File: config.mk
export PLATFORM = sky130hd
export DESIGN_NAME = dct_blk_loader
export DESIGN_NICKNAME = d
export VERILOG_FILES = /design/src/rtl/dct_blk_loader.sv
export SDC_FILE = /design/constraint.sdc
export NUM_CORES = 1
export LEC_CHECK = 0
export CAP_MARGIN = 20
export CORE_MARGIN = 5
export CORE_UTILIZATION = 25
export DETAILED_ROUTE_END_ITERATION = 10
export GPL_TIMING_DRIVEN = 1
export MAX_ROUTING_LAYER = met4
export PLACE_DENSITY = 0.39
export SKIP_LAST_GASP = 1
export SLEW_MARGIN = 40
export SYNTH_ARGS = -nofsm -noshare
export SYNTH_HDL_FRONTEND = slang
export SYNTH_SLANG_ARGS = --single-unit
export TNS_END_PERCENT = 30
File: constraint.sdc
create_clock -name clk_i -period 6.2 [get_ports clk_i]
set_clock_uncertainty 0.1 [all_clocks]
set_input_delay 1.24 -clock clk_i [delete_from_list [all_inputs] [get_ports clk_i]]
set_output_delay 1.24 -clock clk_i [all_outputs]
set_load 0.01 [all_outputs]
File: src/rtl/dct_blk_loader.sv
// Serial-to-block loader feeding the 4-point DCT: ping-pong buffers group samples into N-wide blocks.
// Optional DC level shift (s_data_i - 128) is enabled by defining DCT_LVL_SHIFT_EN.
module dct_blk_loader #(
  parameter int N  = 4,
  parameter int DW = 8
) (
  input  logic            clk_i,
  input  logic            rst_i,
  input  logic            s_valid_i,
  output logic            s_ready_o,
  input  logic [DW-1:0]   s_data_i,
  input  logic            s_last_i,
  output logic            blk_valid_o,
  input  logic            blk_ready_i,
  output logic [N*DW-1:0] blk_o,
  output logic            blk_pad_o
);

  localparam int IW = (N > 1) ? $clog2(N) : 1;
  localparam logic [IW-1:0] IDX_LAST = IW'(N - 1);

  logic [DW-1:0] bank_reg [2][N];
  logic [1:0]    full_reg;
  logic [1:0]    pad_reg;
  logic          wr_bank_reg;
  logic          rd_bank_reg;
  logic [IW-1:0] wr_idx_reg;
  logic [DW-1:0] wr_data;
  logic          accept;
  logic          transfer;

`ifdef DCT_LVL_SHIFT_EN
  // Subtracting 128 from an unsigned byte is the same as flipping its MSB.
  assign wr_data = {~s_data_i[DW-1], s_data_i[DW-2:0]};
`else
  assign wr_data = s_data_i;
`endif

  // Ready depends only on registered state, never on blk_ready_i.
  assign s_ready_o   = !rst_i && !full_reg[wr_bank_reg];
  assign blk_valid_o = !rst_i && full_reg[rd_bank_reg];
  assign blk_pad_o   = pad_reg[rd_bank_reg];
  assign accept      = s_valid_i && s_ready_o;
  assign transfer    = blk_valid_o && blk_ready_i;

  generate
    for (genvar gi = 0; gi < N; gi++) begin : g_out
      assign blk_o[gi*DW +: DW] = bank_reg[rd_bank_reg][gi];
    end
  endgenerate

  always_ff @(posedge clk_i) begin
    if (rst_i) begin
      full_reg    <= '0;
      pad_reg     <= '0;
      wr_bank_reg <= 1'b0;
      rd_bank_reg <= 1'b0;
      wr_idx_reg  <= '0;
      for (int b = 0; b < 2; b++) begin
        for (int i = 0; i < N; i++) begin
          bank_reg[b][i] <= '0;
        end
      end
    end else begin
      // Accept only targets a non-full bank and transfer only a full one,
      // so the two never touch the same full bit.
      if (accept) begin
        bank_reg[wr_bank_reg][wr_idx_reg] <= wr_data;
        if (wr_idx_reg == IDX_LAST || s_last_i) begin
          for (int i = 0; i < N; i++) begin
            if (i > int'(wr_idx_reg)) begin
              bank_reg[wr_bank_reg][i] <= '0;
            end
          end
          full_reg[wr_bank_reg] <= 1'b1;
          pad_reg[wr_bank_reg]  <= (wr_idx_reg != IDX_LAST);
          wr_idx_reg            <= '0;
          wr_bank_reg           <= ~wr_bank_reg;
        end else begin
          wr_idx_reg <= wr_idx_reg + IW'(1);
        end
      end
      if (transfer) begin
        full_reg[rd_bank_reg] <= 1'b0;
        rd_bank_reg           <= ~rd_bank_reg;
      end
    end
  end

endmodule

==> impl_metrics.env <==
export IMPL_fmax_ghz=0.2305
export IMPL_htree_levels=3
export IMPL_hold_viol_final=0
export IMPL_route_detailed_vias_per_inst=4.374
export IMPL_post_route_period_util_pct=69.98
export IMPL_r2r_cells=4
export IMPL_syn_mean_instance_area_um2=14.22
export IMPL_yosys_area_top_type_share_pct=55.15
export IMPL_critPathKind="in -> out"
export IMPL_cap_viol_max_count=0
export IMPL_worst_pin_slew_ps=793.0
export IMPL_p_per_area_nw_per_um2=275.5
export IMPL_dp_hpwl_um=5450
export IMPL_worst_hold_path_type="reg -> reg"
export IMPL_ant_nets=0
export IMPL_coreArea_um2=13770
export IMPL_num_antenna_cells=0
export IMPL_cts_root_buffer="clkbuf_16"
export IMPL_antenna_found_initial=0
export IMPL_remaining_drc_errors=0
export IMPL_flow_area_growth_from_synthesis_pct=27.43
export IMPL_port_buffer_count=47
export IMPL_min_delay_path_depth=2
export IMPL_period_needed_ps=4339
export IMPL_finish_utilization_pct=32.24
export IMPL_critPathMaxFanout=20
export IMPL_cts_buffers=9
export IMPL_p_leak_uw=0.001585
export IMPL_drt_pass1_iter_count=4
export IMPL_arrival_ps=3000
export IMPL_grt_pass1_vias=2135
export IMPL_tritoncts_num_sinks=73
export IMPL_hp_start="wr_idx_reg[1]"
export IMPL_clock_path_buffers=2
export IMPL_place_congestion=0.6850
export IMPL_cts_clk_slew_worst_paths_ps=50
export IMPL_syn_area_um2=3485
export IMPL_area_of_the_die_um2=16400
export IMPL_postLayoutCellArea_um2=4441
export IMPL_post_cts_resized=0
export IMPL_rsz_0062_raised_after_global_routing="false"
export IMPL_floorplan_die_height_um=128.1
export IMPL_r2r_slack_ps=3560
export IMPL_start_util_pct=25.30
export IMPL_most_area_consuming_cells_after_synthesis="edfxtp_1 55%, mux2_2 11%, and2_1 5.7%"
export IMPL_drt_wl_total_um=8493
export IMPL_worstSkewPairLatency_ps=330
export IMPL_setup_violating_endpoint_count_in_the_final_report=0
export IMPL_layout_nets=311
export IMPL_synthesis_instances=245
export IMPL_drt_iter0_markers=149
export IMPL_power_total_uw=1223
export IMPL_die_x_um=128.1
export IMPL_globalRouteTotalUtil_pct=11.03
export IMPL_ctsHoldBuffers=0
export IMPL_synth_largest_area_cell="edfxtp_1"
export IMPL_cts_tree="done"
export IMPL_critPathLaunchType="input port"
export IMPL_worst_ep_required_time_ps=4860
export IMPL_r2r_end="bank_reg[1][9]"
export IMPL_design_portCount=48
export IMPL_synth_sequential_area_ratio_pct=60.32
export IMPL_vias=2095
export IMPL_post_cts_setup_buffer_count=0
export IMPL_largest_reg_flops=64
export IMPL_whs_endpoint="wr_idx_reg[1]"
export IMPL_final_max_slew_violation_count=0
export IMPL_status="complete, no violations"
export IMPL_end_kind="output port"
export IMPL_fraction_of_layout_instances_using_a_drive_strength_above_1_pct=19.06
export IMPL_regToRegStartpoint="wr_idx_reg[0]"
export IMPL_ys_warnings_count=0
export IMPL_fin_tns_setup_ps=0
export IMPL_final_cell_count_no_fill=479
export IMPL_overflow=0
export IMPL_dpl_instance_area_um2=4153
export IMPL_floorplan_rows=43
export IMPL_grt_pass1_wl_um=12980
export IMPL_dpl_cell_count=463
export IMPL_synth_seq_cells=73
export IMPL_synth_cell_types=36
export IMPL_peak_vdd_ir_mv=0.09613
export IMPL_wl_per_cell_um=17.73
export IMPL_largest_net_degree_at_the_start_of_global_routing=33
export IMPL_relSlewSlack_pct=46.97
export IMPL_synthesis_nets=262
==> cell usage in the layout (no fill, tap or decap), drive strengths merged, types with 3 or more instances in the layout <==
master,netlist,layout
dfxtp,9,9
o21a,3,3
ha,4,4
a21o,4,4
a21oi,7,7
clkdlybuf4s50,0,47
edfxtp,64,64
nor3b,16,16
a211oi,3,3
a311oi,3,3
inv,7,7
nor4,3,3
mux2,34,34
nand2b,5,5
nor2,3,3
and2,32,32
and3,16,16
clkinv,0,4
clkbuf,7,11
o21ai,3,3
==> through the flow <==
step | hold slack [ps] | setup slack [ps]
5_1_grt | 473.4 | 1735
2_1_floorplan | 391.5 | 2914
6_report | 437.9 | 1861
3_3_place_gp | 431.5 | 1869
4_1_cts | 438.4 | 1837
3_5_place_dp | 430.6 | 1853
==> area by class of cell <==
cell class,count,area (µm²)
fill,1407,9333
sequential,73,2102
multi-input combinational,154,1323
timing repair buffer,49,485.5
clock buffer,11,232.7
tap,180,225.2
clock inverter,5,46.29
inverter,7,26.28
==> worst max-delay path, cell delays in order <==
cell and delay [ps]:
clkdlybuf4s50_1 810, nor2_1 360, clkdlybuf4s50_1 590
==> logic make-up (layout without fill, tap and decap cells) <==
logic type      count (synthesis)  in the layout  share of synthesized area [%]
compound gates                 32             32                          8.079
fa+ha+maj                       4              4                          1.436
buf+inv                        18             72                          1.975
flops                          73             73                          60.32
mux                            35             35                          11.38
simple gates                   83             83                          16.80
==> per-layer routing <==
metal | GRT usage, % | share of wire (%) | routed length [µm]
met5 | - | 0 | 0
met4 | 5.805 | 2.3 | 199
met3 | 2.125 | 3.3 | 281
met2 | 16.08 | 47 | 3966
met1 | 14.52 | 48 | 4046
==> Yosys cell counts (all sizes together) <==
library cell and number:
a21o 4, a31o 2, a211oi 3, o21a 3, clkbuf 7, nand2 1, inv 7, nor2 3
nor2b 2, o21bai 1, nor3b 16, or2 2, a211o 1, mux2 34, o211ai 1, and2 32
o41ai 1, a31oi 1, ha 4, a21oi 7, nand2b 5, mux2i 1, a2111oi 2, buf 4
and3 16, a311oi 3, edfxtp 64, nor4b 1, o21ai 3, nor4 3, dfxtp 9, or4 2
==> report_power, final <==
group	internal, µW	total, µW	leakage [µW]	switching [µW]
sequential	566	576	0.000739	9.87
clock	307	493	0.000136	186
combinational	74.3	155	0.000710	80.5
total	947	1220	0.00158	277
==> worst max-delay path by stage <==
stage                             end   from  slack, ps  depth (start not counted)
after floorplan             s_ready_o  rst_i       2910                          3
after global routing      blk_valid_o  rst_i       1730                          3
after CTS                 blk_valid_o  rst_i       1840                          3
after detailed placement  blk_valid_o  rst_i       1850                          3
final                     blk_valid_o  rst_i       1860                          3
after global placement    blk_valid_o  rst_i       1870                          3
Power figures use the tool's default switching activity.
